`config.mk`:
```
export PLATFORM = sky130hd
export DESIGN_NAME = mem_access_arbiter
export DESIGN_NICKNAME = d
export VERILOG_FILES = /design/src/rtl/mem_access_arbiter.sv
export SDC_FILE = /design/constraint.sdc
export NUM_CORES = 1
export LEC_CHECK = 0
export ABC_AREA = 1
export CORE_AREA = 2 2 174 176
export DETAILED_ROUTE_END_ITERATION = 12
export DIE_AREA = 0 0 176 178
export GPL_TIMING_DRIVEN = 0
export PLACE_DENSITY = 0.45
export SLEW_MARGIN = 20
export SYNTH_ARGS = -nofsm -noshare
export SYNTH_HDL_FRONTEND = slang
export SYNTH_SLANG_ARGS = --single-unit
```
`constraint.sdc`:
```
create_clock -name clk -period 2.08 [get_ports clk]
set_clock_uncertainty 0.15 [all_clocks]
set_input_delay 0.208 -clock clk [delete_from_list [all_inputs] [get_ports clk]]
set_output_delay 0.208 -clock clk [all_outputs]
set_load 0.1 [all_outputs]
```
`src/rtl/mem_access_arbiter.sv`:
```
// Round-robin arbiter sharing CommuteCore's single memory access channel between the Core (port 0) and the loader (port 1).
// Define MEM_ACCESS_ARBITER_PERF_COUNTER_EN to add the perfGrant0/perfGrant1/perfStall counters.
module mem_access_arbiter #(
    parameter int SERIAL_WIDTH = 2,
    parameter int ADDR_WIDTH   = 32,
    parameter int DATA_WIDTH   = 64
) (
    input  logic                    clk,
    input  logic                    negResetIn,
    input  logic                    req0RE,
    input  logic                    req0WE,
    input  logic [ADDR_WIDTH-1:0]   req0Addr,
    input  logic [DATA_WIDTH-1:0]   req0WData,
    input  logic                    req1RE,
    input  logic                    req1WE,
    input  logic [ADDR_WIDTH-1:0]   req1Addr,
    input  logic [DATA_WIDTH-1:0]   req1WData,
    output logic                    grant0,
    output logic                    grant1,
    output logic [SERIAL_WIDTH-1:0] grantSerial,
    output logic                    memAccessRE,
    output logic                    memAccessWE,
    output logic [ADDR_WIDTH-1:0]   memAccessAddr,
    output logic [DATA_WIDTH-1:0]   memAccessWriteData,
    input  logic                    memAccessReadBusy,
    input  logic                    memAccessWriteBusy,
    input  logic [SERIAL_WIDTH-1:0] nextMemReadSerial,
    input  logic [SERIAL_WIDTH-1:0] nextMemWriteSerial,
    input  logic                    memReadDataReady,
    input  logic [DATA_WIDTH-1:0]   memReadData,
    input  logic [SERIAL_WIDTH-1:0] memReadSerial,
    input  logic                    memWriteAckValid,
    input  logic [SERIAL_WIDTH-1:0] memWriteAckSerial,
    output logic                    rsp0ReadValid,
    output logic                    rsp1ReadValid,
    output logic [DATA_WIDTH-1:0]   rspReadData,
    output logic [SERIAL_WIDTH-1:0] rspSerial,
    output logic                    rsp0WriteAck,
    output logic                    rsp1WriteAck,
    output logic                    idle,
`ifdef MEM_ACCESS_ARBITER_PERF_COUNTER_EN
    output logic [31:0]             perfGrant0,
    output logic [31:0]             perfGrant1,
    output logic [31:0]             perfStall,
`endif
    output logic                    errUnexpectedRsp
);

    localparam int DEPTH = 1 << SERIAL_WIDTH;

    // Owner tables: valid bit per serial, owner bit is the issuing port index.
    logic [DEPTH-1:0] r_rdValid;
    logic [DEPTH-1:0] r_rdOwner;
    logic [DEPTH-1:0] r_wrValid;
    logic [DEPTH-1:0] r_wrOwner;
    logic             r_rrPtr;
    logic             r_err;

    logic w_req0Rd, w_req0Wr, w_req1Rd, w_req1Wr;
    logic w_rdOk, w_wrOk;
    logic w_elig0, w_elig1;
    logic w_win0, w_win1, w_grant, w_winRd;
    logic w_rdHit, w_rdOwn, w_wrHit, w_wrOwn;

    // A simultaneous RE+WE is a read; the write is dropped for that cycle.
    assign w_req0Rd = req0RE;
    assign w_req0Wr = req0WE & ~req0RE;
    assign w_req1Rd = req1RE;
    assign w_req1Wr = req1WE & ~req1RE;

    assign w_rdOk = ~memAccessReadBusy  & ~r_rdValid[nextMemReadSerial];
    assign w_wrOk = ~memAccessWriteBusy & ~r_wrValid[nextMemWriteSerial];

    assign w_elig0 = (w_req0Rd & w_rdOk) | (w_req0Wr & w_wrOk);
    assign w_elig1 = (w_req1Rd & w_rdOk) | (w_req1Wr & w_wrOk);

    assign w_win0  = w_elig0 & (~w_elig1 | ~r_rrPtr);
    assign w_win1  = w_elig1 & (~w_elig0 |  r_rrPtr);
    assign w_grant = w_win0 | w_win1;
    assign w_winRd = w_win1 ? w_req1Rd : w_req0Rd;

    assign grant0      = w_win0;
    assign grant1      = w_win1;
    assign memAccessRE = w_grant & w_winRd;
    assign memAccessWE = w_grant & ~w_winRd;
    assign memAccessAddr      = w_win0 ? req0Addr  : (w_win1 ? req1Addr  : '0);
    assign memAccessWriteData = w_win0 ? req0WData : (w_win1 ? req1WData : '0);
    assign grantSerial = memAccessRE ? nextMemReadSerial :
                         (memAccessWE ? nextMemWriteSerial : '0);

    assign w_rdHit = memReadDataReady & r_rdValid[memReadSerial];
    assign w_rdOwn = r_rdOwner[memReadSerial];
    assign w_wrHit = memWriteAckValid & r_wrValid[memWriteAckSerial];
    assign w_wrOwn = r_wrOwner[memWriteAckSerial];

    assign rsp0ReadValid = w_rdHit & ~w_rdOwn;
    assign rsp1ReadValid = w_rdHit &  w_rdOwn;
    assign rspReadData   = w_rdHit ? memReadData   : '0;
    assign rspSerial     = w_rdHit ? memReadSerial : '0;
    assign rsp0WriteAck  = w_wrHit & ~w_wrOwn;
    assign rsp1WriteAck  = w_wrHit &  w_wrOwn;

    assign idle             = ~(|r_rdValid | |r_wrValid);
    assign errUnexpectedRsp = r_err;

    // Issue sets an entry only when it is clear, so a set and a clear never collide.
    always_ff @(posedge clk or negedge negResetIn) begin
        if (!negResetIn) begin
            r_rdValid <= '0;
            r_rdOwner <= '0;
            r_wrValid <= '0;
            r_wrOwner <= '0;
            r_rrPtr   <= 1'b0;
            r_err     <= 1'b0;
        end else begin
            if (w_rdHit) r_rdValid[memReadSerial]     <= 1'b0;
            if (w_wrHit) r_wrValid[memWriteAckSerial] <= 1'b0;
            if (memAccessRE) begin
                r_rdValid[nextMemReadSerial] <= 1'b1;
                r_rdOwner[nextMemReadSerial] <= w_win1;
            end
            if (memAccessWE) begin
                r_wrValid[nextMemWriteSerial] <= 1'b1;
                r_wrOwner[nextMemWriteSerial] <= w_win1;
            end
            if (w_grant) r_rrPtr <= w_win0;
            if ((memReadDataReady & ~w_rdHit) | (memWriteAckValid & ~w_wrHit))
                r_err <= 1'b1;
        end
    end

`ifdef MEM_ACCESS_ARBITER_PERF_COUNTER_EN
    logic [31:0] r_perfGrant0, r_perfGrant1, r_perfStall;
    logic        w_anyReq;

    assign w_anyReq = req0RE | req0WE | req1RE | req1WE;

    always_ff @(posedge clk or negedge negResetIn) begin
        if (!negResetIn) begin
            r_perfGrant0 <= '0;
            r_perfGrant1 <= '0;
            r_perfStall  <= '0;
        end else begin
            if (w_win0) r_perfGrant0 <= r_perfGrant0 + 32'd1;
            if (w_win1) r_perfGrant1 <= r_perfGrant1 + 32'd1;
            if (w_anyReq & ~w_grant) r_perfStall <= r_perfStall + 32'd1;
        end
    end

    assign perfGrant0 = r_perfGrant0;
    assign perfGrant1 = r_perfGrant1;
    assign perfStall  = r_perfStall;
`endif

endmodule

```
; Word-level counts from Yosys, hierarchy flattened
; Index checks and enable logic that the tools add are counted.
[op_classes]
reduce_logical = 6
n_bitwise = 48
magnitude_cmp = 8
mux = 35
[ops]
columns = operator, count
row1 = 2-to-1 mux 64 bit, 3
row2 = 2-to-1 mux 32 bit, 2
row3 = bitwise AND 1 bit, 20
row4 = 2-to-1 mux 4 bit, 4
row5 = inverter 1 bit, 15
row6 = binary-select mux 1 bit (select 2 bit), 6
row7 = less-than comparator 2 x 3 -> 1 bit (second input constant), 4
row8 = 2-to-1 mux 1 bit, 11
row9 = bitwise AND 4 bit, 2
row10 = bitwise mux 4 bit, 2
row11 = demux 1 bit (select 2 bit), 4
row12 = greater-or-equal comparator 2 x 1 -> 1 bit (second input constant), 4
row13 = inverter 4 bit, 2
row14 = bitwise OR 4 bit, 2
row15 = OR reduction 4 bit, 2
row16 = bitwise OR 1 bit, 7
row17 = 2-to-1 mux 2 bit, 3
row18 = logical AND 1 bit, 4
[word_totals]
output_inout_bits = 174
reg_bits = 18
input_bits = 274
word_cells = 103

; Depth between registers and ports, before layout
[depth]
ltp_word = 14
ltp_mapped = 12
ltp_nobuf = 12

; Worst setup path before layout
; Ideal clock, no wire load.
[synth_path]
path_type = register to output
from = register r_wrValid[2]
to = output idle
t_arrival_ns = 3.367
setup_slack_ns = -1.645
path_buffers = 0
path_stages_with_launch = 4
t_required_ns = 1.722
cell_sequence = dfrtp_1 -> nor2_1 -> nand3_1 -> nor4_1
[synth_via]
elab_chain_len = 3
[synth_lines]
columns = element, line_no
row1 = "start, declared", 54  ; logic [DEPTH-1:0] r_wrValid;
row2 = "start signal, assigned", 111  ; r_wrValid <= '0;
row3 = "start signal, assigned by index", 117  ; if (w_wrHit) r_wrValid[memWriteAckSerial] <= 1'b0;
row4 = "start signal, assigned by index", 123  ; r_wrValid[nextMemWriteSerial] <= 1'b1;
row5 = OR reduction 4 bit, 103  ; assign idle = ~(|r_rdValid | |r_wrValid);
row6 = bitwise OR 1 bit, 103
row7 = inverter 1 bit, 103
row8 = "end, declared", 40  ; output logic idle,
; No other way between the ends.

; Final worst setup path
[layout_path]
from = register r_wrValid[1]
to = output memAccessWriteData[28]
[layout_via]
elab_chain_len = 11
word_cells_on_any_way = 16
cone_classes = mux: 4 / bitwise: 12
[layout_lines]
columns = element, line_no
row1 = binary-select mux 1 bit (select 2 bit) (*), 72  ; assign w_wrOk = ~memAccessWriteBusy & ~r_wrValid[nextMemWriteSerial];
row2 = 2-to-1 mux 1 bit (implied by the code) (*), 72
row3 = inverter 1 bit (*), 72
row4 = bitwise AND 1 bit (*), 72
row5 = bitwise AND 1 bit, 74  ; assign w_elig0 = (w_req0Rd & w_rdOk) | (w_req0Wr & w_wrOk);
row6 = bitwise OR 1 bit, 74
row7 = inverter 1 bit, 78  ; assign w_win1 = w_elig1 & (~w_elig0 | r_rrPtr);
row8 = bitwise OR 1 bit, 78
row9 = bitwise AND 1 bit, 78
row10 = 2-to-1 mux 64 bit, 87  ; assign memAccessWriteData = w_win0 ? req0WData : (w_win1 ? req1WData : '0);
row11 = 2-to-1 mux 64 bit (*), 87
row12 = "end, declared", 24  ; output logic [DATA_WIDTH-1:0] memAccessWriteData,
; Mark *: on every way between the ends. The rest lies on a longest branch, timed or not. The select of a mux whose other input is x is not followed.

==> run metrics <==
min Tclk post-route about 2500 ps; Rows 63; Area after DPL approximately 8600 sq um; gr usage total 14.2%; worst skew pair latency about 260 ps; initial core utilization under 10%; WP data required approximately 1700 ps; Synth Register Bits 18; DIE AREA about 31000 sq um; yosys warns 0; CTS tree done; critical path launch point type flip-flop; Primary FF master, synth dfrtp_1; Area growth syn-to-layout 350%; total power roughly 11 mW; design area about 12000 sq um; total power divided by cell area around 890 nW/um^2; Final Util 42.2%; placed cells 1278; maximum VDD drop 292 uV; Syn Nets ~700; R2R Setup Slk ~70 ps; Syn Std Cell Area 2760 sq um; post-DP HPWL approximately 20000 microns; DR DRC count 0; Wirelength per Cell between 15 and 20 microns; Setup WS pre-CTS -1850 ps; most common cell after layout, fill and taps aside clkdlybuf4s50_1; Synth Instances approximately 440; initial antenna violation count 4; Root Buffer clkbuf_16; EDFF count, synth 0; Max Fclk roughly 0.4 GHz; Synth cell types 26; Fin. Hold Viols 0; CP Max Fanout 6; violated checks setup timing; Lkg Pwr 5.42 nW; max-cap violations 0; DR iter-0 viols about 150; critical path endpoint category output pin; worst r2r src r_wrValid[1]; vias in the first global route 5381; pin count of the biggest net entering global routing 19; most frequent cells in the layout clkdlybuf4s50_1 (266), buf_12 (197), inv_1 (88); reg2reg end r_wrOwner[0]; Synth Area per Inst about 6.3 sq um; Die Width approximately 180 microns; Via density a little under 4; vias roughly 5300; post-route ant nets 0; gpl congestion between 0.7 and 0.8; Die Ht 178 microns; run status finished, violations left; Layout Cells excl Fill approximately 1400; Hold Startpoint memReadSerial[0]; # fillers about 2800; I/O Buffers between 400 and 500; asr flop ratio synth 100%; Hold EP r_rdValid[3]; WHS Path Cells 4; first-pass GRT wire length 34100 microns; H-tree Lvls 1; Hold Crit Class input port to flip-flop; GR Overflow Total 0; RSZ-0062 raised after global routing true; Setup violations, final 170; Worst-path clk slew about 60 ps; Least-Margin Pin Slew slightly below 1000 ps; layout cell share with drive strength beyond 1 ~52%; post-synthesis sequential area ratio between 10% and 20%; CTS sink count 18; CTS Buf Count 3; core box area 29400 sq um; CP Class flip-flop to output pin; # nets final 1231; first drt pass iteration count 4; arrival time of the worst setup path 2140 ps; hold_buf cts 0; Slew Viols, Final 0; R2R depth 13; final period utilization 120%; Relative slew margins 35.6%; WL final 25500 microns; maximum buffer depth of the clock tree 2; IO Pins 448; setup ws final -414 ps
[final cells by class]
| cell class | count | area [sq um] | area share, % |
|---|---|---|---|
| antenna | 4 | 10.0 | 0.0807 |
| buffer | 29 | 539 | 4.35 |
| clock buffer | 4 | 88.8 | 0.716 |
| inverter | 101 | 398 | 3.21 |
| multi-input combinational | 293 | 3250 | 26.2 |
| sequential | 18 | 452 | 3.64 |
| tap | 390 | 488 | 3.93 |
| timing repair buffer | 511 | 7180 | 57.9 |
[worst max path at each step]
stage / startpoint / to / slack (ps) / cells after the start
2_1_floorplan: r_rdValid[0] / memAccessWE / -260 / 9
5_1_grt: r_wrValid[3] / memAccessWriteData[28] / -510 / 12
4_1_cts: r_rdValid[2] / memAccessWriteData[26] / -450 / 12
3_5_place_dp: nextMemReadSerial[0] / memAccessWriteData[18] / -1850 / 12
6_report: r_wrValid[1] / memAccessWriteData[28] / -410 / 12
3_3_place_gp: nextMemReadSerial[0] / memAccessWriteData[18] / -1820 / 13
[power by group]
group          internal (mW)  leakage [nW]  switching [mW]
registers              0.473         0.224          0.0978
logic                   4.16          5.16            5.82
clock network          0.293        0.0442           0.146
total                   4.93          5.42            6.06
[synth_stat cells, types with 2 or more instances]
master,count,area (sq um)
nand2_2,8,50.1
inv_2,8,30.0
nand3_1,12,60.1
nand4_1,16,100
a22o_1,96,841
nor2_2,2,12.5
buf_2,13,65.1
nand2_1,48,180
buf_6,7,78.8
nor2_1,84,315
o21ai_0,8,40.0
a21oi_1,2,10.0
nand3_2,3,30.0
nand4_2,2,25.0
o21ai_1,3,15.0
a221oi_1,2,17.5
clkbuf_1,9,33.8
inv_1,93,349
dfrtp_1,18,450
[kinds of logic (layout without fill, tap and decap cells)]
| logic type | after synthesis | after routing | synth area share, % |
|---|---|---|---|
| compound gates | 114 | 114 | 34.4 |
| buf+inv | 130 | 645 | 20.2 |
| flops | 18 | 18 | 16.3 |
| other cells | 0 | 4 | 0 |
| simple gates | 179 | 179 | 29.1 |
[metrics by stage]
stage / hold WS [ps] / setup TNS [ps]
2_1_floorplan: -238 / -6480
3_3_place_gp: 307 / -272140
3_5_place_dp: 315 / -275920
4_1_cts: 327 / -49880
5_1_grt: 276 / -59950
6_report: 221 / -45640
[metal layers]
metal | GRT usage, % | wire length, microns | vias to the layer above
met1 | 16.0 | 9210 | 2506
met4 | 2.27 | 285 | 2
li1 | - | - | 2517
met2 | 27.1 | 13800 | 263
met5 | 0 | 13 | -
met3 | 3.96 | 2210 | 18
[worst max-delay path, stage by stage (launching register included)]
cell	delay [ps]
dfrtp_1	410
nand3_1	110
nand2_1	70
inv_2	90
nand4_4	140
nand2_4	120
buf_12	110
nand2_8	60
inv_8	100
buf_12	160
clkbuf_16	160
a22o_2	160
buf_12	170
[flip-flops by register name, summed over array words and instances (netlist names)]
signal	flops
r_rdOwner	4
r_wrOwner	4
errUnexpectedRsp	1
r_rdValid	4
r_wrValid	4
r_rrPtr	1
[what timing repair did]
item,in CTS,in global routing
endpoints found under the hold margin,0,0
setup buffers,20,25
gates resized for setup,1526,266
gates cloned,8,12
pin swaps,18,31
endpoints found under the setup margin,182,181
(Power assumes the default switching activity.)
